==> src/rtl/sync_memory_module.sv <==
// Single-port synchronous RAM with req/ack handshake, programmable wait states and registered read data.
// Optional build macro MEM_CLEAR_EN adds a 'clear' input that zero-fills the whole array.
module sync_memory_module #(
   parameter int    DATA_WIDTH  = 8,
   parameter int    ADDR_WIDTH  = 4,
   parameter int    WAIT_STATES = 0,
   parameter string INIT_FILE   = ""
) (
   input  logic                  clk,
   input  logic                  rst_n,
`ifdef MEM_CLEAR_EN
   input  logic                  clear,
`endif
   input  logic                  req,
   input  logic                  we,
   input  logic [ADDR_WIDTH-1:0] address,
   input  logic [DATA_WIDTH-1:0] data_in,
   output logic [DATA_WIDTH-1:0] data_out,
   output logic                  ack,
   output logic                  busy
);

   localparam int DEPTH = 2 ** ADDR_WIDTH;

   localparam logic [2:0] IDLE   = 3'd0;
   localparam logic [2:0] WAIT   = 3'd1;
   localparam logic [2:0] ACCESS = 3'd2;
   localparam logic [2:0] DONE   = 3'd3;
`ifdef MEM_CLEAR_EN
   localparam logic [2:0] CLEAR  = 3'd4;
`endif

   logic [2:0]            state;
   logic [3:0]            cnt;
   logic [ADDR_WIDTH-1:0] addr_q;
   logic                  we_q;
   logic [DATA_WIDTH-1:0] data_q;
   logic [DATA_WIDTH-1:0] mem [DEPTH];

   logic                  mem_wr;
   logic [ADDR_WIDTH-1:0] mem_addr;
   logic [DATA_WIDTH-1:0] mem_data;

`ifdef MEM_CLEAR_EN
   logic [ADDR_WIDTH-1:0] clr_addr;
`endif

   // Write port is decoded from the current state, so an async reset aborts any pending write.
   always_comb begin
      mem_wr   = (state == ACCESS) && we_q;
      mem_addr = addr_q;
      mem_data = data_q;
`ifdef MEM_CLEAR_EN
      if (state == CLEAR) begin
         mem_wr   = 1'b1;
         mem_addr = clr_addr;
         mem_data = '0;
      end
`endif
   end

   always_ff @(posedge clk) begin
      if (mem_wr) begin
         mem[mem_addr] <= mem_data;
      end
   end

   always_ff @(posedge clk or negedge rst_n) begin
      if (!rst_n) begin
         state    <= IDLE;
         cnt      <= '0;
         addr_q   <= '0;
         we_q     <= 1'b0;
         data_q   <= '0;
         data_out <= '0;
         ack      <= 1'b0;
         busy     <= 1'b0;
`ifdef MEM_CLEAR_EN
         clr_addr <= '0;
`endif
      end else begin
         case (state)
            IDLE: begin
`ifdef MEM_CLEAR_EN
               if (clear) begin
                  busy     <= 1'b1;
                  clr_addr <= '0;
                  state    <= CLEAR;
               end else
`endif
               if (req) begin
                  addr_q <= address;
                  we_q   <= we;
                  data_q <= data_in;
                  busy   <= 1'b1;
                  cnt    <= 4'(WAIT_STATES);
                  state  <= (WAIT_STATES > 0) ? WAIT : ACCESS;
               end
            end
            WAIT: begin
               cnt <= cnt - 4'd1;
               if (cnt <= 4'd1) begin
                  state <= ACCESS;
               end
            end
            ACCESS: begin
               if (!we_q) begin
                  data_out <= mem[addr_q];
               end
               ack   <= 1'b1;
               state <= DONE;
            end
            DONE: begin
               ack   <= 1'b0;
               busy  <= 1'b0;
               state <= IDLE;
            end
`ifdef MEM_CLEAR_EN
            CLEAR: begin
               if (clr_addr == ADDR_WIDTH'(DEPTH - 1)) begin
                  ack   <= 1'b1;
                  state <= DONE;
               end else begin
                  clr_addr <= clr_addr + ADDR_WIDTH'(1);
               end
            end
`endif
            default: state <= IDLE;
         endcase
      end
   end

endmodule

==> config.mk <==
export PLATFORM = sky130hd
export DESIGN_NAME = sync_memory_module
export DESIGN_NICKNAME = d
export VERILOG_FILES = /design/src/rtl/sync_memory_module.sv
export SDC_FILE = /design/constraint.sdc
export NUM_CORES = 1
export LEC_CHECK = 0
export ABC_AREA = 1
export CORE_MARGIN = 2
export CORE_UTILIZATION = 55
export CTS_BUF_LIST = sky130_fd_sc_hd__clkbuf_8
export DETAILED_ROUTE_END_ITERATION = 8
export PLACE_DENSITY = 0.74
export SETUP_SLACK_MARGIN = 0.3
export SLEW_MARGIN = 20
export SYNTH_ARGS = -nofsm -noshare
export SYNTH_HDL_FRONTEND = slang
export SYNTH_SLANG_ARGS = --single-unit
==> constraint.sdc <==
create_clock -name clk -period 4.25 [get_ports clk]
set_input_delay 0.85 -clock clk [delete_from_list [all_inputs] [get_ports clk]]
set_output_delay 0.85 -clock clk [all_outputs]
set_load 0.005 [all_outputs]
==> results of run 1 <==
[worst reg2reg max path: stages, from the launching register on]
cell and delay, ns:
dfrtp_1 0.37, buf_4 0.27, inv_2 0.57, nand3_1 0.37, nor2_1 0.60
[layout make-up]
type                       instances  area share (%)
sequential                       157            63.8
inverter                          21            1.10
tap                              143            2.50
clock buffer                      17            3.27
multi-input combinational        400            23.9
clock inverter                    14            1.57
timing repair buffer              29            3.91
[worst max-delay path by stage]
stage                               start              endpoint  slack, ns  cells past startpoint
floorplan           addr_q[1]$_DFFE_PN0P_  mem[12][0]$_DFFE_PP_       2.49                      5
global placement    addr_q[1]$_DFFE_PN0P_   mem[9][0]$_DFFE_PP_       1.83                      4
detailed placement  addr_q[1]$_DFFE_PN0P_   mem[5][0]$_DFFE_PP_       1.77                      4
CTS                 addr_q[1]$_DFFE_PN0P_   mem[5][2]$_DFFE_PP_       1.75                      4
global route        addr_q[1]$_DFFE_PN0P_   mem[9][0]$_DFFE_PP_       1.52                      4
finish              addr_q[1]$_DFFE_PN0P_   mem[1][0]$_DFFE_PP_       1.70                      4
[sequential cells by signal, indices dropped and copies added, names as in the netlist]
name,flops
mem,128
data_out,8
data_q,8
addr_q,4
cnt,4
state,2
ack,1
busy,1
we_q,1
[stage by stage]
stage | util, % | hold slack [ns] | setup WS (ns) | cell area (um2) | instances
final | 62.5 | 0.491 | 1.70 | 7170 | 781
after global routing | 62.5 | 0.528 | 1.52 | 7170 | 781
after CTS | 62.5 | 0.497 | 1.75 | 7170 | 781
after detailed placement | 59.5 | 0.475 | 1.77 | 6820 | 750
after global placement | 59.5 | 0.470 | 1.83 | 6820 | 750
after floorplan | - | 0.473 | 2.49 | 6500 | 604
[power groups by stage]
stage / Combinational (mW) / Sequential, mW / Clock (mW)
detailed placement: 1.48 / 2.48 / 0
global placement: 1.44 / 2.46 / 0
global route: 1.69 / 2.49 / 1.07
finish: 1.48 / 2.44 / 0.990
CTS: 1.48 / 2.45 / 1.00
floorplan: 1.09 / 2.30 / 0
[kinds of logic (layout without fill, tap and decap cells)]
| logic type | after synthesis | count (layout) | synth area share, % |
|---|---|---|---|
| simple gates | 378 | 378 | 23.5 |
| flops | 157 | 157 | 70.3 |
| buf+inv | 47 | 81 | 3.37 |
| compound gates | 10 | 10 | 0.770 |
| mux | 8 | 8 | 1.39 |
| fa+ha+maj | 2 | 2 | 0.385 |
| xor+xnor | 2 | 2 | 0.270 |
[placed cells by master, fill, tap and decap left out, drive strengths merged]
master	netlist	final
a21oi	6	6
nand3	48	48
buf	22	4
inv	21	24
nand4	8	8
bufinv	0	2
mux2	8	8
nor3	2	2
clkbuf	4	17
xnor2	2	2
clkinv	0	8
clkdlybuf4s50	0	25
nor2	44	44
edfxtp	128	128
nor3b	1	1
or2	9	9
o21ai	4	4
dfrtp	29	29
nand2	266	266
clkinvlp	0	1
ha	2	2
[per-layer routing]
metal / global-route usage [%] / share of wire, %
met1: 31.7 / 42
met2: 36.4 / 47
met3: 5.09 / 7.4
met4: 10.7 / 2.8
met5: 0 / 0
==> results_dict.tcl, run 1 <==
set metrics [dict create \
    hpwl_mm 8.54 \
    ys_types 19 \
    maxCapViolCount 0 \
    antenna_found_initial 0 \
    yosysMostFrequentCell "nand2_1" \
    worstHoldPathType "flop to flop" \
    drc_errors 0 \
    drtIter0Drc 485 \
    avgViaCountPerCell 5.47 \
    grt_pass1_wl_mm 22.0 \
    syn_area_mm2 0.00650 \
    power_density_mw_per_mm2 686 \
    seqCellArea_mm2 0.00457 \
    comb_power_share_pct 30.2 \
    arrival_ns 2.63 \
    rr_startpoint "addr_q[1]$_DFFE_PN0P_" \
    cts_tree "built" \
    areaGrowthSynthToFinish_pct 10.3 \
    p_int_mw 3.11 \
    p_total_mw 4.92 \
    reg2reg_depth 4 \
    ys_seq_elements 157 \
    antenna_cells 0 \
    clk_pin_slew_ns 0.08 \
    final_nets 644 \
    async_flop_share_pct 18.5 \
    fmax_mhz 393 \
    yosysTopAreaCellShare_pct 59.1 \
    synth_nets 622 \
    clockPowerShare_pct 20.1 \
    hold_depth 2 \
    grt_max_degree 67 \
    ys_warn_count 0 \
    finClkSkew_ns 0.00760 \
    worstSetupPathType "flop to flop" \
    swShare_pct 36.7 \
    postCtsSetupRepairBufs 0 \
    drive_gt1_share_pct 7.37 \
    critPathSlowestCell "nor2_1" \
    ios 26 \
    cp_max_fo 43 \
    worstPathRequired_ns 4.33 \
    seq_power_share_pct 49.7 \
    period_needed_ns 2.55 \
    cts_max_path_buffers 2 \
    status "complete, no violations" \
    wire_per_inst_um 17.3 \
    ys_seq_area_share_pct 70.3 \
    critPathMaxStageDelay_ns 0.60 \
    coreArea_mm2 0.0115 \
    p_leak_nw 2.89 \
    ctsResizeCount 0 \
    die_area_mm2 0.0127 \
    tns_ns 0 \
    cts_root_buf "clkbuf_8" \
    place_congestion 0.855 \
    cp_num_buf_inv 2 \
    start_util_pct 56.7 \
    rsz0062_at_grt "false" \
    synth_common_cells "266 x nand2_1, 128 x edfxtp_1, 48 x nand3_1" \
    track_usage_pct 23.3 \
    path_delay_family "simple AND/OR/NAND/NOR gates" \
    vias 4270 \
    tightest_slew_ns 0.929 \
    crit_chain "buf_4 -> inv_2 -> nand3_1 -> nor2_1" \
    drt-total-wl_mm 13.5 \
    yosysTopAreaCell "edfxtp_1" \
    drv_slew 0 \
    worst-r2r-setup-slack_ns 1.70 \
    syn_inst 604 \
    overflow 0 \
    fill_cells 878 \
    peakVddDrop_uv 548 \
    hold_path_end "ack$_DFFE_PN0P_" \
    ys.flop_type "edfxtp_1" \
    syn_area_per_cell_um2 10.8 \
    cts_buffers 17 \
    hold_viol 0 \
    synth-edff-count 128 \
    ant_nets 0 \
    firstDrtPassIters 6 \
    slew_headroom_pct 37.8 \
    setup_viol 0 \
    period_share_pct 59.9 \
    dieHeight_um 113 \
    clock-sinks 157 \
    row_count 39 \
    min_from "ack$_DFFE_PN0P_" \
    cp-end-kind "flop" \
    switchingPower_mw 1.81 \
    clock_latency_ns 0.45 \
    grt_pass1_vias 4263 \
    multi_input_area_mm2 0.00171 \
    startpoint_type "flop" \
    hold_buffers 0 \
    portBuffers 25 \
    rr_endpoint "mem[1][0]$_DFFE_PP_" \
    netlist_top_cells_area "edfxtp_1 59%, nand2_1 15%, dfrtp_1 11%" \
    die_w_um 113 \
    h-tree-depth 4 \
]
Power figures use the tool's default switching activity.
==> inputs of run 2 (changes only) <==
--- a/config.mk
+++ b/config.mk
@@ -10,7 +10,7 @@
 export CORE_UTILIZATION = 55
 export CTS_BUF_LIST = sky130_fd_sc_hd__clkbuf_8
 export DETAILED_ROUTE_END_ITERATION = 8
-export PLACE_DENSITY = 0.74
+export PLACE_DENSITY = 0.77
 export SETUP_SLACK_MARGIN = 0.3
 export SLEW_MARGIN = 20
 export SYNTH_ARGS = -nofsm -noshare
==> constraint.sdc (replaced) <==
create_clock -name clk -period 2.1 [get_ports clk]
set_input_delay 0.42 -clock clk [delete_from_list [all_inputs] [get_ports clk]]
set_output_delay 0.42 -clock clk [all_outputs]
set_load 0.005 [all_outputs]
==> results_dict.tcl, run 2 (synthesized netlist as in run 1, its figures left out) <==
set metrics [dict create \
    clk_pin_slew_ns 0.08 \
    drv_slew 0 \
    crit_path_start "data_out[1]$_DFFE_PN0P_" \
    reg2reg_depth 6 \
    rr_startpoint "state[1]$_DFFE_PN0P_" \
    largest_register "mem" \
    layout_commonest_cell "nand2_1" \
    tns_ns 0 \
    maxCapViolCount 0 \
    cts_root_buf "clkbuf_8" \
    grt_max_degree 49 \
    avgViaCountPerCell 5.39 \
    ios 26 \
    die_w_um 113 \
    overflow 0 \
    startpoint_type "flop" \
    track_usage_pct 23.6 \
    worstPathRequired_ns 1.68 \
    fmax_mhz 568 \
    rr_endpoint "mem[1][1]$_DFFE_PP_" \
    period_needed_ns 1.76 \
    die_area_mm2 0.0127 \
    crit_chain "clkdlybuf4s50_1" \
    place_ws_ns 0.287 \
    cp-end-kind "output pin" \
    dieHeight_um 113 \
    portBuffers 25 \
    arrival_ns 1.34 \
    critPathSlowestCell "clkdlybuf4s50_1" \
    largest_reg_flops 128 \
    grt_pass1_vias 4228 \
    clock_latency_ns 0.45 \
    period_share_pct 83.9 \
    grt_pass1_wl_mm 22.4 \
    tightest_slew_ns 0.763 \
    hpwl_mm 9.00 \
    slew_headroom_pct 49.1 \
    start_util_pct 56.7 \
    status "complete, no violations" \
    wire_per_inst_um 17.5 \
    crit_cells 1 \
    drive_gt1_share_pct 12.5 \
    row_count 39 \
    final_nets 670 \
    cts_tree "built" \
    place_congestion 0.888 \
    worstHoldPathType "primary input to async pin" \
    vias 4357 \
    cp_max_fo 2 \
    rsz0062_at_grt "false" \
    layout_common_cells "266 x nand2_1, 128 x edfxtp_1, 44 x nand3_1" \
    p_leak_nw 3.07 \
    drt-total-wl_mm 14.1 \
    clock-sinks 157 \
    setup_ws_ns 0.338 \
    path_delay_family "buffers and inverters" \
    cts_max_path_buffers 2 \
    peakVddDrop_uv 1220 \
    hold_buffers 0 \
    worst-r2r-setup-slack_ns 0.44 \
    cp_num_buf_inv 1 \
    worstSetupEndpoint "data_out[1]" \
    antenna_cells 0 \
    setup_viol 0 \
    worstSetupPathType "flop to output pin" \
    finClkSkew_ns 0.0116 \
    cts_buffers 17 \
    coreArea_mm2 0.0115 \
    antenna_found_initial 0 \
    h-tree-depth 4 \
    ant_nets 0 \
    critPathMaxStageDelay_ns 0.53 \
    drtIter0Drc 471 \
    largestRegisters "mem x128, data_out x8, data_q x8" \
    firstDrtPassIters 5 \
    power_density_mw_per_mm2 1410 \
    hold_viol 0 \
    drc_errors 0 \
    areaGrowthSynthToFinish_pct 15.1 \
]
-- run 2: cell count changes in the layout (fill, tap and decap cells not counted), moves of 2 or more --
cell / delta
nand3_2: +4
clkinv_1: -5
buf_4: +25
nand3_1: -4
bufinv_16: +2
-- run 2: worst reg2reg max path, stage by stage, from the launching register on --
cell	delay, ns
dfrtp_1	0.42
nand2_1	0.10
nand2_1	0.14
nor2_4	0.19
nand3_2	0.18
nor2_1	0.15
buf_4	0.19
-- run 2: through the flow --
step,hold WS (ns),cells,area (um2),utilization [%],power [mW]
after floorplan,0.124,604,6500,-,6.85
after CTS,0.345,808,7450,65.0,10.5
final,0.348,808,7480,65.2,10.6
after global placement,0.476,776,7030,61.3,8.07
after global routing,0.379,808,7480,65.2,11.2
after detailed placement,0.484,776,7030,61.3,8.20
-- run 2: power breakdown --
group	internal, mW	leakage [nW]	switching (mW)
Clock	1.31	0.224	1.06
Combinational	1.21	1.36	2.04
Sequential	4.24	1.49	0.715
-- run 2: worst min-delay path by stage --
stage,to,cells after the start,from,slack (ns)
global placement,ack$_DFFE_PN0P_,2,ack$_DFFE_PN0P_,0.48
detailed placement,ack$_DFFE_PN0P_,2,ack$_DFFE_PN0P_,0.48
finish,data_out[6]$_DFFE_PN0P_,2,rst_n,0.35
CTS,data_out[6]$_DFFE_PN0P_,2,rst_n,0.35
global route,data_out[6]$_DFFE_PN0P_,2,rst_n,0.38
floorplan,ack$_DFFE_PN0P_,0,rst_n,0.12
-- run 2: layer usage --
| metal | vias up | global-route usage (%) | wire (um) | part of all wire, % |
|---|---|---|---|---|
| li1 | 2097 | - | - | - |
| met1 | 2053 | 33.1 | 6000 | 43 |
| met2 | 189 | 37.9 | 6940 | 49 |
| met3 | 18 | 4.66 | 967 | 6.9 |
| met4 | 0 | 7.32 | 205 | 1.5 |
| met5 | - | 0 | 0 | 0 |
-- run 2: final cells by class --
type / count / area, um2
flip-flops and latches: 157 / 4570
fillers: 838 / 3990
multi-input cells: 400 / 1740
repair buffers: 55 / 488
clock buffers: 18 / 248
well taps: 143 / 179
clock inverters: 14 / 178
inverters: 21 / 78.8
-- run 2: timing repair --
| action | 4_1_cts | 5_1_grt |
|---|---|---|
| endpoints found under the setup margin | 59 | 128 |
| buffers inserted | 0 | 0 |
| gates resized for setup | 0 | 6 |
==> inputs of run 3 (changes only) <==
==> constraint.sdc (replaced) <==
create_clock -name clk -period 1.6 [get_ports clk]
set_input_delay 0.32 -clock clk [delete_from_list [all_inputs] [get_ports clk]]
set_output_delay 0.32 -clock clk [all_outputs]
set_load 0.005 [all_outputs]
==> results_dict.tcl, run 3 (synthesized netlist as in run 1, its figures left out) <==
set metrics [dict create \
    hpwl_mm 9.52 \
    h-tree-depth 4 \
    fill_cells 602 \
    worstPathRequired_ns 1.74 \
    ios 26 \
    die_area_mm2 0.0127 \
    portBuffers 25 \
    grt_pass1_wl_mm 27.3 \
    place_ws_ns -0.0186 \
    maxCapViolCount 0 \
    ant_nets 0 \
    largest_reg_flops 128 \
    die_w_um 113 \
    grt_pass1_vias 4869 \
    holdWs_ns 0.279 \
    hold_viol 0 \
    layout_commonest_cell "nand2_1" \
    antenna_found_initial 0 \
    grt_max_degree 33 \
    period_needed_ns 1.69 \
    tightest_slew_ns 0.824 \
    clock_latency_ns 0.46 \
    final_nets 692 \
    layout_common_cells "163 x nand2_1, 128 x edfxtp_1, 88 x nand2_2" \
    clk_pin_slew_ns 0.08 \
    largest_register "mem" \
    place_congestion 0.891 \
    start_util_pct 56.7 \
    startpoint_type "flop" \
    worstSetupPathType "flop to flop" \
    firstDrtPassIters 8 \
    avgViaCountPerCell 6.03 \
    status "finished with violations" \
    arrival_ns 1.83 \
    rsz0062_at_grt "true" \
    cts_root_buf "clkbuf_8" \
    final_area_mm2 0.00888 \
    setup_viol 135 \
    violations "DRC, setup timing" \
    dieHeight_um 113 \
    drc_errors 1 \
    postPlaceCellArea_mm2 0.00725 \
    fin_util_pct 77.4 \
    coreArea_mm2 0.0115 \
    antenna_cells 0 \
    overflow 0 \
    finClkSkew_ns 0.0106 \
    drive_gt1_share_pct 41.3 \
    fmax_mhz 593 \
    p_leak_nw 3.59 \
    cts_buffers 17 \
    seqCellArea_mm2 0.00457 \
    wire_per_inst_um 23.3 \
    setup_ws_ns -0.0861 \
    drv_slew 0 \
    period_share_pct 105 \
    vias 5006 \
    peakVddDrop_uv 1770 \
    drt-total-wl_mm 19.3 \
    track_usage_pct 29.5 \
    clock-sinks 157 \
    cp-end-kind "flop" \
    dpl.cell_count 771 \
    cts_tree "built" \
    cp_max_fo 8 \
    areaGrowthSynthToFinish_pct 36.6 \
    cts_max_path_buffers 2 \
    hold_buffers 0 \
    multi_input_area_mm2 0.00249 \
    drtIter0Drc 653 \
    slew_headroom_pct 45.0 \
    worstHoldPathType "primary input to async pin" \
    instances_no_fill 830 \
    largestRegisters "mem x128, data_out x8, data_q x8" \
    power_density_mw_per_mm2 2070 \
    row_count 39 \
]
-- run 3: timing repair --
item / in CTS / in global routing
pin swaps: 41 / 60
cloned: 12 / 1
buffers inserted: 13 / 1
resized for setup: 120 / 138
setup endpoints to repair: 158 / 165
-- run 3: path summary, 6_finish.rpt --
path                                           end  cells past startpoint  slack (ns)                  from
setup / recovery               mem[3][2]$_DFFE_PP_                      5       -0.09  state[1]$_DFFE_PN0P_
hold / removal             data_out[6]$_DFFE_PN0P_                      2        0.28                 rst_n
setup reg to reg               mem[3][2]$_DFFE_PP_                      5       -0.09  state[1]$_DFFE_PN0P_
hold reg to reg                   busy$_DFFE_PN0P_                      2        0.49      busy$_DFFE_PN0P_
max in group asynchronous    addr_q[0]$_DFFE_PN0P_                      2        0.99                 rst_n
min in group clk             data_q[2]$_DFFE_PN0P_                      2        0.48            data_in[2]
-- run 3: stage by stage --
step                power, mW  setup TNS, ns
global route             19.1         -14.92
finish                   18.4          -6.19
global placement         11.4              0
detailed placement       11.5         -0.528
CTS                      16.9          -1.82
floorplan                9.34              0
-- run 3: power by group --
part,internal [mW],switching (mW),total [mW]
sequential,5.57,0.709,6.28
clock,2.29,1.46,3.74
combinational,3.46,4.94,8.40
total,11.3,7.10,18.4
-- run 3: area by class of cell --
class / instances / share of cell area (%)
clock inverters: 12 / 2.69
multi-input cells: 400 / 28.0
inverters: 21 / 1.03
repair buffers: 77 / 11.7
flip-flops and latches: 157 / 51.5
well taps: 143 / 2.02
clock buffers: 20 / 3.10
-- run 3: worst max-delay path: stages (launching register included) --
cell	delay [ns]
dfrtp_1	0.43
buf_12	0.14
nand2_4	0.05
nor2_4	0.22
nand3_4	0.21
nor2_4	0.31
-- run 3: per-layer routing --
metal | global-route usage (%) | part of all wire [%]
met1 | 38.7 | 35
met2 | 46.9 | 48
met3 | 7.98 | 11
met4 | 12.4 | 5.5
met5 | 0 | 0
